--- config.mk ---
export PLATFORM = sky130hd
export DESIGN_NAME = keypad_entry_ctrl
export DESIGN_NICKNAME = d
export VERILOG_FILES = /design/src/rtl/keypad_entry_ctrl.sv
export SDC_FILE = /design/constraint.sdc
export NUM_CORES = 1
export LEC_CHECK = 0
export BUFFER_PORTS_ARGS = -buffer_cell sky130_fd_sc_hd__buf_2
export CAP_MARGIN = 20
export CORE_AREA = 2 2 119 109
export DETAILED_ROUTE_END_ITERATION = 10
export DIE_AREA = 0 0 121 111
export GPL_TIMING_DRIVEN = 1
export PLACE_DENSITY = 0.72
export SETUP_SLACK_MARGIN = 0.3
export SLEW_MARGIN = 20
export SYNTH_ARGS = -nofsm -noshare
export SYNTH_HDL_FRONTEND = slang
export SYNTH_SLANG_ARGS = --single-unit
--- constraint.sdc ---
create_clock -name clk -period 9.4 [get_ports clk]
set_clock_uncertainty 0.15 [all_clocks]
set_input_delay 1.88 -clock clk [delete_from_list [all_inputs] [get_ports clk]]
set_output_delay 1.88 -clock clk [all_outputs]
set_load 0.01 [all_outputs]
--- src/rtl/keypad_entry_ctrl.sv ---
// keypad_entry_ctrl: decodes keypad scanner events and assembles a hex entry for the CPU
//   clk, rst              clock, asynchronous active-high reset
//   key_coord             {row,col} active-low one-hot scanner pulse, 8'h00 = no event
//   req_i / ack_i         CPU starts an entry / consumes the committed value
//   data_o / valid_o      committed value and its pending flag
//   busy_o, digit_cnt_o   entry in progress, digits currently held
//   timeout_o             one-cycle pulse when an idle entry is abandoned
//   disp_o                live accumulator echo, present only with KEYPAD_ECHO_EN
module keypad_entry_ctrl #(
    parameter int DATA_WIDTH     = 32,
    parameter int MAX_DIGITS     = 8,
    parameter int TIMEOUT_CYCLES = 500_000_000,
    localparam int CW            = $clog2(MAX_DIGITS + 1)
) (
    input  logic                  clk,
    input  logic                  rst,
    input  logic [7:0]            key_coord,
    input  logic                  req_i,
    input  logic                  ack_i,
    output logic [DATA_WIDTH-1:0] data_o,
    output logic                  valid_o,
    output logic                  busy_o,
    output logic [CW-1:0]         digit_cnt_o,
    output logic                  timeout_o
`ifdef KEYPAD_ECHO_EN
    ,
    output logic [DATA_WIDTH-1:0] disp_o
`endif
);
    localparam int TW = TIMEOUT_CYCLES > 1 ? $clog2(TIMEOUT_CYCLES) : 1;
    // Key values indexed by {row,col}; slots 12 ('*') and 14 ('#') are unused.
    localparam logic [63:0] KEY_MAP = 64'hD000_C987_B654_A321;
    typedef enum logic [2:0] {IDLE = 3'b001, ENTRY = 3'b010, DONE = 3'b100} state_t;
    state_t state, state_n;
    logic [DATA_WIDTH-1:0] acc, acc_n, data_n;
    logic [CW-1:0] cnt_n;
    logic [TW-1:0] timer, timer_n;
    logic valid_n, to_n;
    logic [2:0] r, c;
    logic [3:0] idx, digit;
    logic key_ok, is_star, is_hash;
    // {valid, index} of an active-low one-hot nibble
    function automatic logic [2:0] oh(input logic [3:0] n);
        return n == 4'b0111 ? 3'b100 : n == 4'b1011 ? 3'b101 :
               n == 4'b1101 ? 3'b110 : n == 4'b1110 ? 3'b111 : 3'b000;
    endfunction
    always_comb begin
        r       = oh(key_coord[7:4]);
        c       = oh(key_coord[3:0]);
        key_ok  = r[2] & c[2];
        idx     = {r[1:0], c[1:0]};
        digit   = KEY_MAP[idx*4 +: 4];
        is_star = idx == 4'd12;
        is_hash = idx == 4'd14;
    end
    always_comb begin
        state_n = state;
        acc_n   = acc;
        cnt_n   = digit_cnt_o;
        timer_n = timer;
        data_n  = data_o;
        valid_n = valid_o;
        to_n    = 1'b0;
        if (state == IDLE) begin
            if (req_i) begin
                state_n = ENTRY;
                acc_n   = '0;
                cnt_n   = '0;
                timer_n = '0;
            end
        end else if (state == ENTRY) begin
            timer_n = key_ok ? '0 : timer + TW'(1);
            if (key_ok) begin
                if (is_hash) begin
                    if (digit_cnt_o != '0) begin
                        data_n  = acc;
                        valid_n = 1'b1;
                        state_n = DONE;
                    end
                end else if (is_star) begin
                    if (digit_cnt_o != '0) begin
                        acc_n = acc >> 4;
                        cnt_n = digit_cnt_o - CW'(1);
                    end
                end else if (digit_cnt_o < CW'(MAX_DIGITS)) begin
                    acc_n = {acc[DATA_WIDTH-5:0], digit};
                    cnt_n = digit_cnt_o + CW'(1);
                end
            end else if (TIMEOUT_CYCLES != 0 && timer == TW'(TIMEOUT_CYCLES - 1)) begin
                // a key in this same cycle takes the branch above, so keys beat the timeout
                state_n = IDLE;
                to_n    = 1'b1;
                acc_n   = '0;
                cnt_n   = '0;
                timer_n = '0;
            end
        end else if (state == DONE) begin
            if (ack_i) begin
                state_n = IDLE;
                valid_n = 1'b0;
            end
        end else begin
            state_n = IDLE;
        end
    end
    always_ff @(posedge clk or posedge rst) begin
        if (rst) begin
            state       <= IDLE;
            acc         <= '0;
            digit_cnt_o <= '0;
            timer       <= '0;
            data_o      <= '0;
            valid_o     <= 1'b0;
            busy_o      <= 1'b0;
            timeout_o   <= 1'b0;
        end else begin
            state       <= state_n;
            acc         <= acc_n;
            digit_cnt_o <= cnt_n;
            timer       <= timer_n;
            data_o      <= data_n;
            valid_o     <= valid_n;
            busy_o      <= state_n == ENTRY;
            timeout_o   <= to_n;
        end
    end
`ifdef KEYPAD_ECHO_EN
    assign disp_o = acc;
`endif
endmodule

== Word-level counts from Yosys, hierarchy flattened ==
Index checks and enable logic that the tools add are counted.
Widths: inputs -> output; s select.

* Order comparisons: 1
* Reduce and logical (&&, ||, !) cells: 9
* $add $sub $neg: 3
* Equal/unequal tests: 22
* Mux-type cells: 51
* Shift-type cells: 1
* Bitwise operators: 2

{| class="wikitable"
|+ Operators with widths
! kind !! number
|-
| $mux 32 || 9
|-
| $mux 29 || 6
|-
| $shiftx 64x7->4 const A || 1
|-
| $mux 3 || 17
|-
| $mux 4 || 9
|-
| $eq 4x4->1 const B || 8
|-
| $add 29x1->29 const B || 1
|-
| $eq 29x29->1 const B || 1
|-
| $reduce_and 6->1 || 2
|-
| $mux 1 || 10
|-
| $eq 4x3->1 const B || 2
|-
| $eq 3x2->1 const B || 2
|-
| $ne 2x2->1 const B || 3
|-
| $reduce_bool 2->1 || 3
|-
| $reduce_and 5->1 || 1
|-
| $add 4x1->4 const B || 1
|-
| $lt 4x4->1 const B || 1
|-
| $ne 4x1->1 const B || 1
|-
| $ne 4x2->1 const B || 1
|-
| $reduce_bool 4->1 || 1
|-
| $sub 4x1->4 const B || 1
|-
| $eq 3x1->1 const B || 1
|-
| $eq 3x3->1 const B || 1
|-
| $ne 3x2->1 const B || 1
|-
| 5 further kinds || 5
|}

* Bits of input ports: 12
* Bits in registers: 103
* Output and inout bits: 39

== Longest topological paths before layout ==
Gate-level depths: netlist (run 1).

* Word-level depth: 12
* Gate-level depth with buffers: 16

== Worst setup path after synthesis (run 1) ==
No wires, ideal clock.

* Path kind: input to register
* Start: input key_coord[1]
* End: register digit_cnt_o[3]
* Path slack: 4.996 ns
* Setup time: 0.138 ns
* Cell stages on the path: 16
* Arrival: 4.116 ns
* Buffers on the path: 3
* Required time: 9.112 ns
* Cells stage by stage: nand4b_2 -> nand2_1 -> inv_1 -> ha_1 -> inv_1 -> or2_0 -> buf_2 -> inv_1 -> buf_2 -> buf_2 -> ha_1 -> nand3_1 -> a21oi_1 -> a31oi_1 -> a31oi_1 -> o311ai_1

* Longest elaborated chain between the ends: 11
* Elaborated cells between the ends (all ways): 21
* Classes of those cells: eq/ne: 9; mux: 9; bitwise: 1; reduce/logical: 2

{| class="wikitable"
|+ Ends and longest elaborated chain
! item !! line !! text
|-
| start, declared || 17 || <nowiki>input logic [7:0] key_coord,</nowiki>
|-
| $eq 4x4->1 || 45 || <nowiki>n == 4'b1101 ? 3'b110 : n == 4'b1110 ? 3'b111 : 3'b000;</nowiki>
|-
| $mux 3 (2 in series) || 45 ||
|-
| $mux 3 || 44 || <nowiki>return n == 4'b0111 ? 3'b100 : n == 4'b1011 ? 3'b101 :</nowiki>
|-
| $mux 3 (*) || 44 ||
|-
| $eq 4x4->1 || 53 || <nowiki>is_star = idx == 4'd12;</nowiki>
|-
| $mux 4 || 80 || <nowiki>end else if (is_star) begin</nowiki>
|-
| $mux 4 || 74 || <nowiki>if (is_hash) begin</nowiki>
|-
| $mux 4 || 73 || <nowiki>if (key_ok) begin</nowiki>
|-
| $mux 4 || 71 || <nowiki>end else if (state == ENTRY) begin</nowiki>
|-
| $mux 4 || 64 || <nowiki>if (state == IDLE) begin</nowiki>
|-
| end signal, assigned || 119 || <nowiki>digit_cnt_o <= cnt_n;</nowiki>
|-
| end, declared || 23 || <nowiki>output logic [CW-1:0] digit_cnt_o,</nowiki>
|}

Every way passes the cells marked *; elsewhere a longest branch is shown, timed or not. The select of a mux whose other input is x is not followed.
A chain may end at the register's enable or synchronous reset.

== Worst setup path in the final report (run 1) ==
Same ends and word-level chain as after synthesis.

==> flow_summary.yaml, run 1 <==
run_status:
  status: "completed"
yosys:
  yosys_warnings: 0
  synth_edf_count: 0
  synth_seq_cells: 103
  synth_area_leader_cell: "dfrtp_1"
  synth_area_leaders: "dfrtp_1, nand2_1, mux2i_1, mux2_1, xor2_1"
  syn_nets: 581
  async_flop_share_pct: 100
  synth.top_cell.area_share_pct: 47.3
  syn-instance-count: 564
  yosysSeqAreaShare_pct: 47.8
  ys_types: 52
  syn_area_um2: 5390
  synthFlopType: "dfrtp_1"
  syn_avg_cell_area_um2: 9.56
worst_setup_path:
  cp.arrival_ns: 4.89
  reg2reg_from: "state[1]"
  crit_start: "key_coord[1]"
  criticalPathCategory: "in2reg"
  critPathRequiredTime_ns: 9.47
  rrSetupSlack_ns: 6.47
  worst-path-max-fanout: 35
  worstReg2RegEnd: "data_o[30]"
  startpoint_type: "primary input"
  r2r_cells: 5
  setup.worst_path.end: "digit_cnt_o[3]"
  endpoint_kind: "register"
floorplan:
  start_util_pct: 43.7
  io-pin-count: 51
  rows: 39
  die_w_um: 121
  coreArea_um2: 12300
  dieHeight_um: 111
  die_area_um2: 13400
placement:
  dp_cells: 753
  dpl.hpwl_um: 7650
  gp_congestion: 0.862
  io_buffers: 50
clock_network:
  tritoncts: "done"
  post_cts_resized: 0
  insertion_delay_ns: 0.35
  cts_root_buf: "clkbuf_16"
  cts_sinks: 103
  clock_path_buffers: 2
  h-tree-depth: 3
  hold_buffers: 0
  cts_setup_buffers: 0
  clk_pin_slew_ns: 0.07
  cts_made_buffers: 9
min_path:
  hold-path-cell-count: 1
  hp-start: "data_o[5]"
  hold_path_class: "reg2reg"
power:
  p_sw_uw: 281
  finalPower_uw: 970
  p_seq_share_pct: 48.8
  power_density_nw_per_um2: 161
  swShare_pct: 28.9
  clkPwrFrac_pct: 37.0
  p_int_uw: 689
  ir_drop_uv: 105
  leakage_nw: 3.15
  combinationalPowerShare_pct: 14.2
final_layout:
  nets: 617
  fillers: 1129
  drive_gt1_share_pct: 14.7
  utilization_pct: 48.7
  antennaDiodeCount: 0
  area_delta_synth_final_pct: 11.6
  stdcell_count: 769
global_route:
  grt_pass1_wl_um: 18800
  grt_usage_pct: 17.3
  grt_max_degree: 64
  grt_pass1_vias: 3909
  grt_overflow_total: 0
  grt_antenna_before_repair: 0
routing:
  vias_per_cell: 5.27
  drt_iter0_drc: 241
  drt_wl_total_um: 11100
  avgRoutedWirePerCell_um: 14.4
  first_pass_iters: 5
  antenna_left: 0
  drc_errors: 0
  vias: 4056
timing:
  holdWs_ns: 0.331
  finalCritPeriodShare_pct: 51.2
  fmax_ghz: 0.208
  drv_slew: 0
  final-hold-violation-count: 0
  worstMarginPinSlew_ns: 1.04
  final.setup.tns_ns: 0
  finalCriticalPeriod_ns: 4.81
  slew_headroom_pct: 30.0
  rsz0062_at_grt: "false"
  setup_viol: 0
run:
  maxCapViolCount: 0
[kinds of logic (layout without fill, tap and decap cells)]
logic type / Yosys count / count (layout) / synth area share, %
multiplexers: 67 / 67 / 13.2
XOR/XNOR: 30 / 30 / 4.87
buffers and inverters: 46 / 87 / 4.22
AND/OR/NAND/NOR: 272 / 272 / 23.8
adder cells (fa/ha/maj): 5 / 5 / 1.16
AO/OA/AOI/OAI: 41 / 41 / 4.97
flip-flops: 103 / 103 / 47.8
[synthesized netlist by cell type, types with 2 or more instances]
cell type    n
a21o_1       3
a21oi_1     13
a31oi_1      4
and2_1       4
and3_1       4
and4_1       3
buf_2        8
buf_4        2
buf_6        5
clkbuf_1    15
dfrtp_1    102
ha_1         5
inv_1       16
mux2_1      29
mux2_2       4
mux2i_1     34
nand2_1    157
nand2b_1     2
nand3_1     19
nand3b_1     5
nand4_1     10
nand4b_1     4
nor2_1      41
nor3_1       7
nor4_2       2
nor4b_2      2
o211ai_1     4
o21ai_0      4
o22ai_1      2
or2_0        3
or3_1        2
xnor2_1     12
xor2_1      18
[layout by cell type, fill, tap and decap left out, types with 5 or more instances in the layout]
master,netlist,layout
nor2_1,41,39
dfrtp_1,102,102
mux2_1,29,29
mux2i_1,34,34
nand3b_1,5,5
xor2_1,18,18
nand2_1,157,157
inv_1,16,15
clkbuf_16,0,9
nor3_1,7,7
a21oi_1,13,13
xnor2_1,12,12
nand3_1,19,19
ha_1,5,5
nand4_1,10,10
buf_4,2,5
buf_2,8,50
[power by group through the flow]
stage	Sequential, mW	Combinational [mW]	Clock [mW]
after floorplan	0.479	0.104	0
after detailed placement	0.481	0.139	0
after global routing	0.475	0.157	0.390
after global placement	0.480	0.135	0
final	0.473	0.138	0.359
after CTS	0.473	0.139	0.369
[sequential cells by signal, summed over array words and instances (netlist names)]
name / count
state: 3
timer: 29
digit_cnt_o: 4
timeout_o: 1
data_o: 32
busy_o: 1
acc: 32
valid_o: 1
[area by class of cell]
| class | count | area [µm²] | area share [%] |
|---|---|---|---|
| clock inverters | 6 | 50.0 | 0.832 |
| repair buffers | 55 | 288 | 4.78 |
| multi-input cells | 415 | 2590 | 43.1 |
| well taps | 164 | 205 | 3.41 |
| inverters | 16 | 62.6 | 1.04 |
| clock buffers | 10 | 239 | 3.97 |
| flip-flops and latches | 103 | 2580 | 42.9 |
[critical path, stage by stage]
cell,delay [ns]
buf_2,0.13
nand4b_2,0.31
nand2_1,0.21
inv_1,0.06
ha_1,0.24
inv_1,0.07
or2_1,0.09
buf_4,0.31
inv_1,0.43
ha_1,0.49
nand3_1,0.09
a21oi_1,0.15
a31oi_1,0.08
a31oi_1,0.21
o311ai_1,0.11
[metal layers]
| metal | vias up | global-route usage, % | share of wire, % |
|---|---|---|---|
| met3 | 14 | 4.84 | 4.2 |
| met1 | 1968 | 23.1 | 45 |
| met5 | - | 0 | 0 |
| li1 | 1975 | - | - |
| met2 | 99 | 28.1 | 49 |
| met4 | 0 | 4.26 | 1.5 |
[metrics by stage]
stage / instance area, µm² / worst slack, ns
6_report: 6020 / 4.59
5_1_grt: 6020 / 4.30
4_1_cts: 6020 / 4.61
3_5_place_dp: 5730 / 4.23
3_3_place_gp: 5730 / 4.35
2_1_floorplan: 5390 / 4.67
[worst min path at each step]
| stage | endpoint | slack, ns |
|---|---|---|
| after floorplan | data_o[0] | 0.34 |
| after global placement | data_o[6] | 0.31 |
| after detailed placement | data_o[23] | 0.32 |
| after CTS | data_o[23] | 0.34 |
| after global routing | data_o[8] | 0.34 |
| final | data_o[5] | 0.33 |
Note: power is estimated with default switching activity, not from simulation.
==> run 2: changes to the inputs <==
==> constraint.sdc (replaced) <==
create_clock -name clk -period 5.02 [get_ports clk]
set_clock_uncertainty 0.15 [all_clocks]
set_input_delay 1.004 -clock clk [delete_from_list [all_inputs] [get_ports clk]]
set_output_delay 1.004 -clock clk [all_outputs]
set_load 0.01 [all_outputs]
==> run 2 against run 1 <==
  * Design area is 0.60% higher
  * Sequential share of layout area is 0.26 points lower
  * Critical path depth is 1 higher
  * Largest power group unchanged
  * Final cell count is 0.39% higher
  * Combinational power is 96% higher
  * Routed wire length is 2.4% higher
  * Flip-flop and latch count stayed put
  * Critical endpoint unchanged
  * Total power is 92% higher
==> flow_summary.yaml, run 2 (synthesis gave the netlist of run 1 again) <==
timing:
  finalCriticalPeriod_ns: 3.70
  setup_viol: 0
  worstMarginPinSlew_ns: 0.983
  fmax_ghz: 0.271
  drv_slew: 0
  slew_headroom_pct: 34.0
  final.setup.tns_ns: 0
  finalCritPeriodShare_pct: 73.6
  rsz0062_at_grt: "false"
  fin_ws_ns: 1.32
  holdWs_ns: 0.331
  final-hold-violation-count: 0
floorplan:
  coreArea_um2: 12300
  dieHeight_um: 111
  rows: 39
  die_w_um: 121
  io-pin-count: 51
  start_util_pct: 43.7
  die_area_um2: 13400
worst_setup_path:
  startpoint_type: "primary input"
  worst-path-max-fanout: 35
  cp_cell_sequence: "buf_2, nand4b_2, nand2_1, inv_1, ha_1, inv_1, or2_1, buf_4, inv_1, buf_4, ha_1, nand3_1, a21oi_1, a31oi_1, a31oi_1, o311ai_1"
  cp.arrival_ns: 3.76
  critPathSlowestCell: "ha_1"
  path_common_cell: "inv_1"
  endpoint_kind: "register"
  crit_path_max_incr_delay_ns: 0.35
  crit_buf_inv: 6
  criticalPathCategory: "in2reg"
  critPathRequiredTime_ns: 5.09
  crit_family: "buffers and inverters"
clock_network:
  insertion_delay_ns: 0.35
  clk_pin_slew_ns: 0.07
  cts_root_buf: "clkbuf_16"
  tritoncts: "done"
  cts_sinks: 103
  hold_buffers: 0
  post_cts_resized: 0
  clock_path_buffers: 2
  h-tree-depth: 3
  cts_made_buffers: 9
  cts_setup_buffers: 0
global_route:
  use_met2_pct: 28.8
  grt_pass1_wl_um: 19500
  grt.met3_usage_pct: 4.94
  grt_busiest_layer: "met2"
  grt_usage_pct: 18.0
  grt_use_met1_pct: 24.2
  grt_pass1_vias: 3983
  grt_antenna_before_repair: 1
  grt_overflow_total: 0
  grt_max_degree: 81
final_layout:
  seqCellArea_um2: 2580
  layout_common_cells: "nand2_1, dfrtp_1, buf_2, nor2_1, mux2i_1"
  area_delta_synth_final_pct: 12.2
  drive_gt1_share_pct: 14.8
  fillers: 1133
  utilization_pct: 49.0
  final_common_cell: "nand2_1"
  reg_top3: "acc (32), data_o (32), timer (29)"
  nets: 620
  antennaDiodeCount: 0
  multiInputGateArea_um2: 2590
  fin_area_um2: 6050
  stdcell_count: 772
routing:
  vias: 4054
  antenna_left: 0
  drt_iter0_drc: 196
  drc_errors: 0
  drt_wl_total_um: 11300
  avgRoutedWirePerCell_um: 14.7
  vias_per_cell: 5.25
  first_pass_iters: 4
power:
  finalPower_mw: 1.86
  ir_drop_uv: 231
  power_density_nw_per_um2: 308
  leakage_nw: 3.16
placement:
  dp_cells: 755
  placed_area_um2: 5740
  dpl.hpwl_um: 7860
  io_buffers: 50
  gp_congestion: 0.884
  place_ws_ns: 0.987
run:
  maxCapViolCount: 0
run_status:
  status: "completed"
min_path:
  hold_path_class: "reg2reg"
## run 2: worst reg2reg max path, stage by stage, from the launching register on
cell and delay (ns):
dfrtp_1 0.45, nand2b_1 0.15, or2_0 0.37, nor4_4 0.86
buf_4 0.41, mux2_2 0.38
## run 2: power breakdown
part | internal, mW | leakage, nW | switching [mW]
Sequential | 0.857 | 1.43 | 0.0290
Combinational | 0.0848 | 1.59 | 0.185
Clock | 0.393 | 0.141 | 0.314
## run 2: final timing paths
check / start / endpoint / slack, ns / depth (start not counted)
setup reg to reg: state[1] / data_o[11] / 2.13 / 5
hold / removal: data_o[6] / data_o[6] / 0.33 / 1
min in group asynchronous: rst / data_o[14] / 0.63 / 2
hold reg to reg: data_o[6] / data_o[6] / 0.33 / 1
setup / recovery: key_coord[1] / digit_cnt_o[3] / 1.32 / 16
max in group asynchronous: rst / data_o[8] / 3.31 / 3
## run 2: cell type report
cell class	count	area share (%)
tap	164	3.39
timing repair buffer	58	5.19
sequential	103	42.6
multi-input combinational	415	42.8
inverter	16	1.08
clock buffer	11	3.85
clock inverter	5	1.05
## run 2: layer usage
metal	vias up	wire [µm]
li1	1979	-
met1	1960	5150
met2	91	5480
met3	22	453
met4	2	214
met5	-	17
